$ cat src/rtl/linear_proj_pkg.sv
`default_nettype none
// ============================================================================
// Module      : linear_proj_pkg
// Description : Shared constants and enumerations for the linear projection
//               sequencing controller (matrix A size, tiling, head count,
//               projection selector and scheduler state encodings).
// Revision    : 1.0 - initial release
// ============================================================================
package linear_proj_pkg;

  localparam int NUM_A_ELEMENTS = 64;
  localparam int ADDR_WIDTH_A   = 6;
  localparam int TOTAL_INPUT_W  = 4;
  localparam int NUM_HEADS      = 4;

  typedef enum logic [1:0] {
    PROJ_Q = 2'd0,
    PROJ_K = 2'd1,
    PROJ_V = 2'd2
  } proj_sel_t;

  typedef enum logic [2:0] {
    S_LOAD   = 3'd0,
    S_ISSUE  = 3'd1,
    S_WAIT   = 3'd2,
    S_RESULT = 3'd3,
    S_DONE   = 3'd4
  } sched_state_t;

endpackage
`default_nettype wire

$ cat src/rtl/input_load_tracker.sv
`default_nettype none
// ============================================================================
// Module      : input_load_tracker
// Description : Snoops both write ports of the input-matrix BRAM and keeps a
//               per-word written bitmap. o_loaded is high once every word of
//               matrix A has been written at least once.
// Ports       : clk, rst_n        - clock, synchronous active-low reset
//               i_track           - accumulate accepted writes into bitmap
//               i_restart         - replace bitmap with this cycle's writes
//                                   (only when a write is actually accepted)
//               i_ena/i_wea/i_addra, i_enb/i_web/i_addrb - snooped ports
//               o_wr_any          - an in-range write is present this cycle
//               o_loaded          - all bitmap bits set
// Revision    : 1.0 - initial release
// ============================================================================
module input_load_tracker #(
  parameter int NUM_A_ELEMENTS = 64,
  parameter int ADDR_WIDTH_A   = 6
) (
  input  logic                    clk,
  input  logic                    rst_n,
  input  logic                    i_track,
  input  logic                    i_restart,
  input  logic                    i_ena,
  input  logic                    i_wea,
  input  logic [ADDR_WIDTH_A-1:0] i_addra,
  input  logic                    i_enb,
  input  logic                    i_web,
  input  logic [ADDR_WIDTH_A-1:0] i_addrb,
  output logic                    o_wr_any,
  output logic                    o_loaded
);

  localparam logic [NUM_A_ELEMENTS-1:0] c_one = {{(NUM_A_ELEMENTS-1){1'b0}}, 1'b1};

  logic [NUM_A_ELEMENTS-1:0] r_bitmap;
  logic                      w_hit_a;
  logic                      w_hit_b;
  logic [NUM_A_ELEMENTS-1:0] w_set;

  assign w_hit_a = i_ena & i_wea & (int'(i_addra) < NUM_A_ELEMENTS);
  assign w_hit_b = i_enb & i_web & (int'(i_addrb) < NUM_A_ELEMENTS);

  // OR-ing the two one-hot masks makes a same-address dual write count once.
  assign w_set = (w_hit_a ? (c_one << i_addra) : '0) |
                 (w_hit_b ? (c_one << i_addrb) : '0);

  assign o_wr_any = w_hit_a | w_hit_b;
  assign o_loaded = &r_bitmap;

  always_ff @(posedge clk) begin
    if (!rst_n) begin
      r_bitmap <= '0;
    end else if (i_restart && o_wr_any) begin
      r_bitmap <= w_set;
    end else if (i_track) begin
      r_bitmap <= r_bitmap | w_set;
    end
  end

endmodule
`default_nettype wire

$ cat src/rtl/linear_proj_scheduler.sv
`default_nettype none
// ============================================================================
// Module      : linear_proj_scheduler
// Description : Waits for matrix A to be fully written, then issues one core
//               start per (tile, projection, head) job, head innermost,
//               waits for each core completion and pulses out_valid. Raises
//               done after the final job; the next write restarts loading.
// Ports       : clk, rst_n                    - clock, sync active-low reset
//               in_mat_ena/wea/wr_addra       - snooped BRAM port A
//               in_mat_enb/web/wr_addrb       - snooped BRAM port B
//               core_start / core_done        - projection core handshake
//               proj_sel, head_sel, tile_idx  - current job selectors
//               busy, out_valid, done         - status decoded from state
//               err_overwrite                 - sticky write-while-busy flag
// Revision    : 1.0 - initial release
// ============================================================================
module linear_proj_scheduler #(
  parameter int NUM_A_ELEMENTS = linear_proj_pkg::NUM_A_ELEMENTS,
  parameter int ADDR_WIDTH_A   = linear_proj_pkg::ADDR_WIDTH_A,
  parameter int TOTAL_INPUT_W  = linear_proj_pkg::TOTAL_INPUT_W,
  parameter int NUM_HEADS      = linear_proj_pkg::NUM_HEADS
) (
  input  logic                             clk,
  input  logic                             rst_n,
  input  logic                             in_mat_ena,
  input  logic                             in_mat_wea,
  input  logic [ADDR_WIDTH_A-1:0]          in_mat_wr_addra,
  input  logic                             in_mat_enb,
  input  logic                             in_mat_web,
  input  logic [ADDR_WIDTH_A-1:0]          in_mat_wr_addrb,
  output logic                             core_start,
  input  logic                             core_done,
  output logic [1:0]                       proj_sel,
  output logic [$clog2(NUM_HEADS)-1:0]     head_sel,
  output logic [$clog2(TOTAL_INPUT_W)-1:0] tile_idx,
  output logic                             busy,
  output logic                             out_valid,
  output logic                             done,
  output logic                             err_overwrite
);

  import linear_proj_pkg::*;

  localparam int HW = $clog2(NUM_HEADS);
  localparam int TW = $clog2(TOTAL_INPUT_W);
  localparam logic [HW-1:0] c_head_last = HW'(NUM_HEADS - 1);
  localparam logic [TW-1:0] c_tile_last = TW'(TOTAL_INPUT_W - 1);

  sched_state_t  r_state;
  sched_state_t  w_next;
  proj_sel_t     r_proj;
  logic [HW-1:0] r_head;
  logic [TW-1:0] r_tile;
  logic          r_err;
  logic          w_wr_any;
  logic          w_loaded;
  logic          w_last;
  logic          w_restart;

  input_load_tracker #(
    .NUM_A_ELEMENTS (NUM_A_ELEMENTS),
    .ADDR_WIDTH_A   (ADDR_WIDTH_A)
  ) u_tracker (
    .clk       (clk),
    .rst_n     (rst_n),
    .i_track   (r_state == S_LOAD),
    .i_restart (r_state == S_DONE),
    .i_ena     (in_mat_ena),
    .i_wea     (in_mat_wea),
    .i_addra   (in_mat_wr_addra),
    .i_enb     (in_mat_enb),
    .i_web     (in_mat_web),
    .i_addrb   (in_mat_wr_addrb),
    .o_wr_any  (w_wr_any),
    .o_loaded  (w_loaded)
  );

  assign w_last    = (r_tile == c_tile_last) && (r_proj == PROJ_V) && (r_head == c_head_last);
  assign w_restart = (r_state == S_DONE) && w_wr_any;

  always_ff @(posedge clk) begin
    if (!rst_n) begin
      r_state <= S_LOAD;
    end else begin
      r_state <= w_next;
    end
  end

  always_comb begin
    w_next     = r_state;
    core_start = 1'b0;
    out_valid  = 1'b0;
    busy       = 1'b0;
    done       = 1'b0;
    case (r_state)
      S_LOAD: begin
        if (w_loaded) w_next = S_ISSUE;
      end
      S_ISSUE: begin
        core_start = 1'b1;
        busy       = 1'b1;
        w_next     = S_WAIT;
      end
      S_WAIT: begin
        busy = 1'b1;
        if (core_done) w_next = S_RESULT;
      end
      S_RESULT: begin
        out_valid = 1'b1;
        busy      = 1'b1;
        w_next    = w_last ? S_DONE : S_ISSUE;
      end
      S_DONE: begin
        done = 1'b1;
        if (w_wr_any) w_next = S_LOAD;
      end
      default: w_next = S_LOAD;
    endcase
  end

  // Selectors only move on RESULT exit so they stay stable from start to
  // out_valid; after the last job they hold until a restart write.
  always_ff @(posedge clk) begin
    if (!rst_n || w_restart) begin
      r_proj <= PROJ_Q;
      r_head <= '0;
      r_tile <= '0;
    end else if (r_state == S_RESULT && !w_last) begin
      if (r_head == c_head_last) begin
        r_head <= '0;
        case (r_proj)
          PROJ_Q:  r_proj <= PROJ_K;
          PROJ_K:  r_proj <= PROJ_V;
          default: begin
            r_proj <= PROJ_Q;
            r_tile <= r_tile + 1'b1;
          end
        endcase
      end else begin
        r_head <= r_head + 1'b1;
      end
    end
  end

  always_ff @(posedge clk) begin
    if (!rst_n) begin
      r_err <= 1'b0;
    end else if (busy && w_wr_any) begin
      r_err <= 1'b1;
    end
  end

  assign proj_sel      = r_proj;
  assign head_sel      = r_head;
  assign tile_idx      = r_tile;
  assign err_overwrite = r_err;

endmodule
`default_nettype wire

$ cat config.mk
export PLATFORM = sky130hd
export DESIGN_NAME = linear_proj_scheduler
export DESIGN_NICKNAME = d
export VERILOG_FILES = /design/src/rtl/linear_proj_pkg.sv /design/src/rtl/input_load_tracker.sv /design/src/rtl/linear_proj_scheduler.sv
export SDC_FILE = /design/constraint.sdc
export NUM_CORES = 1
export LEC_CHECK = 0
export BUFFER_PORTS_ARGS = -buffer_cell sky130_fd_sc_hd__buf_4
export CAP_MARGIN = 0
export CORE_ASPECT_RATIO = 1.1
export CORE_MARGIN = 2
export CORE_UTILIZATION = 65
export CTS_BUF_LIST = sky130_fd_sc_hd__clkbuf_4
export CTS_CLUSTER_DIAMETER = 60
export CTS_CLUSTER_SIZE = 12
export DETAILED_ROUTE_END_ITERATION = 10
export GPL_ROUTABILITY_DRIVEN = 0
export PLACE_DENSITY = 0.85
export SLEW_MARGIN = 15
export SYNTH_ARGS = -nofsm -noshare
export SYNTH_HDL_FRONTEND = slang
export SYNTH_HIERARCHICAL = 1
export SYNTH_SLANG_ARGS = --single-unit
export TNS_END_PERCENT = 50
$ cat constraint.sdc
create_clock -name clk -period 2.5 [get_ports clk]
set_clock_uncertainty 0.15 [all_clocks]
set_input_delay 0.5 -clock clk [delete_from_list [all_inputs] [get_ports clk]]
set_output_delay 0.5 -clock clk [all_outputs]
set_load 0.05 [all_outputs]
==> qor.yml, run 1 <==
clock_network:
  cts_tree: "done"
  clk_latency_ns: 0.43
  numCtsBuffers: 9
  clk_pin_slew_ns: 0.12
  cts_resized: 0
  ctsHoldBuffers: 0
  post_cts_buffers: 0
  clk_path_buf_depth: 2
  cts_sinks: 74
  htreeDepth: 3
  cts_root_buffer: "clkbuf_4"
sta:
  slew_violations: 0
  fmax_ghz: 0.440
  worst_pin_slew_ns: 0.500
  setup_viol_count_final: 0
  hold_viol: 0
  rsz0062_at_grt: "false"
  relSlewSlack: 0.666
  finalCritPeriodShare: 0.910
  period_minus_slack_ns: 2.27
  setup-tns-final_ns: 0
synth:
  synthAdderAreaFrac: 0.00561
  synth_xor_area_frac: 0.00196
  ys_types: 52
  synth-seq-cells: 74
  yosys_warnings: 6
  synth_edf_count: 0
  synth_cells: 450
  netlist_area_sq_mm: 0.00446
  synthArstFlopShare: 0
  synth_area_per_cell_sq_um: 9.91
  synth_top_family_by_area: "compound AO/OA/AOI/OAI gates"
  ys.flop_type: "dfxtp_1"
  synth_compound_area_frac: 0.295
  synth_mux_area_frac: 0.00253
  synth-simple-area-share: 0.288
  ys_seq_area_frac: 0.332
  synth_nets: 471
layout:
  area_delta_synth_final_pct: 4.77
  antenna_cells: 0
  drive_above_1_share: 0.267
  fin_nets: 474
  fin_util: 0.704
route:
  first_iter_violations: 342
  routedWlPerCell_um: 20.0
  drc_errors: 0
  first_pass_iters: 7
  routed_via_density: 7.13
  finalWirelength_um: 10800
  final_antenna_net_count: 0
  num_vias: 3842
global_routing:
  grt_pass1_vias: 3630
  grt_first_pass_wirelength_um: 17900
  antenna_found_initial: 0
  gr-total-overflow: 0
  grt_max_degree: 36
  grt_use_total: 0.288
outcome:
  status: "finished, final reports clean"
setup_path:
  endpoint_kind: "primary output"
  rr_startpoint: "r_state[1]"
  worstSetupPathType: "register to primary output"
  crit_path_start: "r_state[1]"
  critPathLaunchType: "register"
  cp_max_fo: 9
  cp.required_ns: 1.85
  arrival_ns: 1.62
power_and_ir_drop:
  vdd_drop_max_v: 0.000299
  power.density_mw_per_mm2: 450
  p_leak_nw: 1.37
placement:
  place_hpwl_um: 7570
  io_buffers: 29
floorplanning:
  initial_core_util: 0.672
  die_w_um: 83.0
  dieArea_sq_mm: 0.00754
  die_y_um: 90.9
  ios: 30
  coreArea_sq_mm: 0.00663
  rows: 31
min_path:
  hp-start: "core_done"
  holdCritPathClass: "primary input to register"
flow_run:
  max_cap_violations: 0
worst paths after layout:
kind / slack [ns] / depth (start not counted) / endpoint
worst max-delay path: 0.23 / 3 / done
worst min-delay path: 0.22 / 3 / r_state[0]
worst max register to register: 0.36 / 6 / u_tracker/r_bitmap[28]
worst min register to register: 0.32 / 2 / u_tracker/r_bitmap[4]
state kept, by name, indices dropped and copies added (netlist names):
signal	count
err_overwrite	1
head_sel	2
proj_sel	2
r_state	3
tile_idx	2
u_tracker/r_bitmap	64
report_power, final:
| part | internal, W | total (W) | switching, W |
|---|---|---|---|
| clock network | 0.000293 | 0.000706 | 0.000413 |
| logic | 0.0000856 | 0.000205 | 0.000119 |
| registers | 0.00119 | 0.00119 | 0.00000576 |
| total | 0.00157 | 0.00210 | 0.000538 |
layout make-up:
| type | instances | area, sq um |
|---|---|---|
| flip-flops and latches | 74 | 1480 |
| well taps | 82 | 103 |
| clock inverters | 6 | 58.8 |
| repair buffers | 37 | 303 |
| fillers | 512 | 1960 |
| multi-input cells | 327 | 2640 |
| inverters | 4 | 15.0 |
| clock buffers | 9 | 67.6 |
cells by family (layout without fill, tap and decap cells):
| family | after synthesis | count (layout) |
|---|---|---|
| mux | 1 | 1 |
| simple gates | 176 | 176 |
| xor+xnor | 1 | 1 |
| buf+inv | 49 | 56 |
| fa+ha+maj | 2 | 2 |
| compound gates | 147 | 147 |
| flops | 74 | 74 |
stage by stage:
| step | power (W) | setup WS, ns | hold slack (ns) | instances | cell area, sq um |
|---|---|---|---|---|---|
| 6_report | 0.00210 | 0.226 | 0.224 | 539 | 4670 |
| 2_1_floorplan | 0.00137 | 0.198 | 0.285 | 450 | 4460 |
| 5_1_grt | 0.00218 | 0.106 | 0.223 | 539 | 4670 |
| 3_3_place_gp | 0.00141 | 0.505 | 0.293 | 524 | 4540 |
| 4_1_cts | 0.00211 | 0.219 | 0.214 | 539 | 4670 |
| 3_5_place_dp | 0.00142 | 0.432 | 0.305 | 524 | 4540 |
placed cells by master (no fill, tap or decap), drive strengths merged, types with 9 or more instances in the layout:
cell     count
o22ai       48
buf         37
a22oi       59
nand4       23
nand4b      18
o32ai       11
clkbuf       9
nand2       12
nor2b       60
nand4bb     17
dfxtp       74
layer usage:
metal / GRT usage / part of all wire / vias up
li1: - / - / 1781
met1: 0.385 / 0.43 / 1853
met2: 0.458 / 0.47 / 181
met3: 0.0594 / 0.074 / 27
met4: 0.112 / 0.023 / 0
met5: 0 / 0 / -
worst max-delay path: stages, from the launching register on:
cell and delay [ns]:
dfxtp_1 0.44, nor2_1 0.28, and2_1 0.25, buf_4 0.22
Yosys cell counts, types with 2 or more instances:
library cell,instances,area (sq um)
or4b_4,5,68.8
ha_1,2,25.0
nor2_1,8,30.0
a21boi_1,5,37.5
a22oi_2,52,651
o22ai_1,47,294
nand3_1,2,10.0
buf_2,10,50.1
nand2b_1,5,31.3
clkbuf_1,9,33.8
or4_4,2,22.5
nor3_1,7,35.0
nor2b_2,4,35.0
nor2b_1,56,350
nor4_1,4,25.0
nand2_1,11,41.3
o32ai_1,10,87.6
a22oi_1,7,52.6
inv_1,4,15.0
o21ai_1,4,20.0
buf_4,3,22.5
nand4bb_1,17,191
o31ai_1,4,30.0
or4_1,3,22.5
buf_6,17,191
o21ai_0,3,15.0
a21oi_1,6,30.0
nand4b_1,17,149
or4b_1,3,30.0
dfxtp_1,74,1480
nand4_1,23,144
buf_1,6,22.5
No activity file was read; power rests on OpenSTA's default activity.
==> run 2: changes to the inputs <==
--- a/config.mk
+++ b/config.mk
@@ -5,6 +5,7 @@
 export SDC_FILE = /design/constraint.sdc
 export NUM_CORES = 1
 export LEC_CHECK = 0
+export ABC_AREA = 1
 export BUFFER_PORTS_ARGS = -buffer_cell sky130_fd_sc_hd__buf_4
 export CAP_MARGIN = 0
 export CORE_ASPECT_RATIO = 1.1
==> qor.yml, run 2 <==
route:
  first_iter_violations: 466
  first_pass_iters: 7
  final_antenna_net_count: 0
  drc_errors: 0
  finalWirelength_um: 11500
  routed_via_density: 5.86
  num_vias: 4702
  routedWlPerCell_um: 14.3
synth:
  synth-seq-cells: 74
  yosysMostFrequentCell: "nand2_1"
  synth_nets: 740
  synth_top_area_cell: "dfxtp_1"
  ys_types: 26
  yosys_warnings: 6
  ys_top_cells_by_area: "dfxtp_1 (33%), nand2_1 (25%), nand4_1 (7.0%), a21oi_1 (6.6%), nand3_1 (4.5%)"
  synthTopCellsByCount: "nand2_1 (308), dfxtp_1 (74), a21oi_1 (60)"
  ys_seq_area_frac: 0.325
  synth_area_per_cell_sq_um: 6.33
  netlist_area_sq_mm: 0.00455
  synth_cells: 719
  synthArstFlopShare: 0
  ys.flop_type: "dfxtp_1"
  synth_edf_count: 0
  yosysTopAreaCellShare: 0.325
setup_path:
  cp_max_fo: 10
  cp.required_ns: 1.85
  critPathLaunchType: "register"
  worstSetupPathType: "register to primary output"
  arrival_ns: 1.46
  endpoint_kind: "primary output"
sta:
  fin_hold_ws_ns: 0.186
  setup-tns-final_ns: 0
  fmax_ghz: 0.474
  setup_viol_count_final: 0
  hold_viol: 0
  worst_pin_slew_ns: 0.658
  relSlewSlack: 0.561
  rsz0062_at_grt: "false"
  slew_violations: 0
  finalCritPeriodShare: 0.844
  fin_ws_ns: 0.391
  period_minus_slack_ns: 2.11
power_and_ir_drop:
  seqPwrFrac: 0.537
  p_int_w: 0.00157
  power.density_mw_per_mm2: 474
  power.switching_w: 0.000670
  swShare: 0.300
  vdd_drop_max_v: 0.000391
  p_leak_nw: 1.94
  clockPowerShare: 0.327
  pwr-share-comb: 0.136
layout:
  final_cell_mix: "nand2_1 (308), dfxtp_1 (74), a21oi_1 (60)"
  largest_reg_flops: 64
  nFillCells: 631
  final_common_cell: "nand2_1"
  regMostFlops: "u_tracker/r_bitmap"
  largestRegisters: "u_tracker/r_bitmap x64, r_state x3"
  drive_above_1_share: 0.135
  final_area_sq_mm: 0.00471
  area_delta_synth_final_pct: 3.52
  antenna_cells: 0
  fin_nets: 734
placement:
  io_buffers: 29
  dpl_cell_area_sq_mm: 0.00458
  dp_worst_setup_slack_ns: 0.474
  place_hpwl_um: 7640
clock_network:
  ctsHoldBuffers: 0
  post_cts_buffers: 0
  numCtsBuffers: 9
  htreeDepth: 3
  clk_path_buf_depth: 2
  cts_root_buffer: "clkbuf_4"
  cts_sinks: 74
  clk_pin_slew_ns: 0.13
  cts_tree: "done"
  clk_latency_ns: 0.44
  cts_resized: 0
min_path:
  holdCritPathClass: "primary input to register"
global_routing:
  antenna_found_initial: 0
  grt_use_total: 0.305
  grt_max_degree: 65
  grtUsageMet1: 0.380
  grt_pass1_vias: 4187
  grt_first_pass_wirelength_um: 19200
  grtUsageMet2: 0.511
  gr-total-overflow: 0
  busiest_layer: "met2"
  met3_usage: 0.0513
outcome:
  status: "finished, final reports clean"
floorplanning:
  rows: 32
  die_y_um: 91.8
  dieArea_sq_mm: 0.00769
  initial_core_util: 0.661
  ios: 30
  die_w_um: 83.8
  coreArea_sq_mm: 0.00689
flow_run:
  max_cap_violations: 0
[run 2: cell count changes after synthesis, moves of 17 or more]
cell / before / now
nor2_1: 8 / 51
nand2_1: 11 / 308
a21oi_1: 6 / 60
a22oi_2: 52 / 0
inv_1: 4 / 24
nand4b_1: 17 / 0
nand3_1: 2 / 41
nand4_1: 23 / 51
o22ai_1: 47 / 0
nor2b_1: 56 / 0
buf_2: 10 / 27
nand4bb_1: 17 / 0
[run 2: cells by family (layout without fill, tap and decap cells)]
family	count (synthesis)	count (layout)	share of synthesized area
flip-flops	74	74	0.325
AND/OR/NAND/NOR	490	490	0.485
buffers and inverters	84	83	0.101
adder cells (fa/ha/maj)	2	2	0.00550
AO/OA/AOI/OAI	69	69	0.0827
[run 2: final timing paths]
check / startpoint / to / depth (start not counted) / slack [ns]
max: r_state[1] / out_valid / 3 / 0.39
max reg2reg: r_state[1] / u_tracker/r_bitmap[14] / 7 / 0.62
min reg2reg: u_tracker/r_bitmap[17] / u_tracker/r_bitmap[17] / 2 / 0.32
min: rst_n / r_state[0] / 3 / 0.19
[run 2: worst max-delay path: stages (launching register included)]
cell	delay (ns)
dfxtp_1	0.46
nand2_2	0.14
nor2_8	0.19
buf_4	0.23
[run 2: area by class of cell]
class | count | area (sq um) | area share
Clock buffer | 10 | 75.1 | 0.0159
Clock inverter | 6 | 57.6 | 0.0122
Inverter | 32 | 120 | 0.0255
Multi-Input combinational cell | 561 | 2610 | 0.554
Sequential cell | 74 | 1480 | 0.314
Tap cell | 85 | 106 | 0.0226
Timing Repair Buffer | 35 | 263 | 0.0558
[run 2: power groups by stage]
stage	registers (W)	clock network [W]	logic (W)
4_1_cts	0.00120	0.000745	0.000296
3_3_place_gp	0.00123	0	0.000291
2_1_floorplan	0.00123	0	0.000235
3_5_place_dp	0.00123	0	0.000296
6_report	0.00120	0.000731	0.000303
5_1_grt	0.00120	0.000778	0.000329
[run 2: metal layers]
metal	up-vias	wire [um]
met1	2115	4940
met3	45	804
li1	2318	-
met4	0	396
met2	224	5310
met5	-	0
[run 2: metrics by stage]
step | cells | util | total power [W]
2_1_floorplan | 719 | - | 0.00147
3_3_place_gp | 787 | 0.665 | 0.00152
3_5_place_dp | 787 | 0.665 | 0.00152
4_1_cts | 803 | 0.684 | 0.00224
5_1_grt | 803 | 0.684 | 0.00231
6_report | 803 | 0.684 | 0.00224
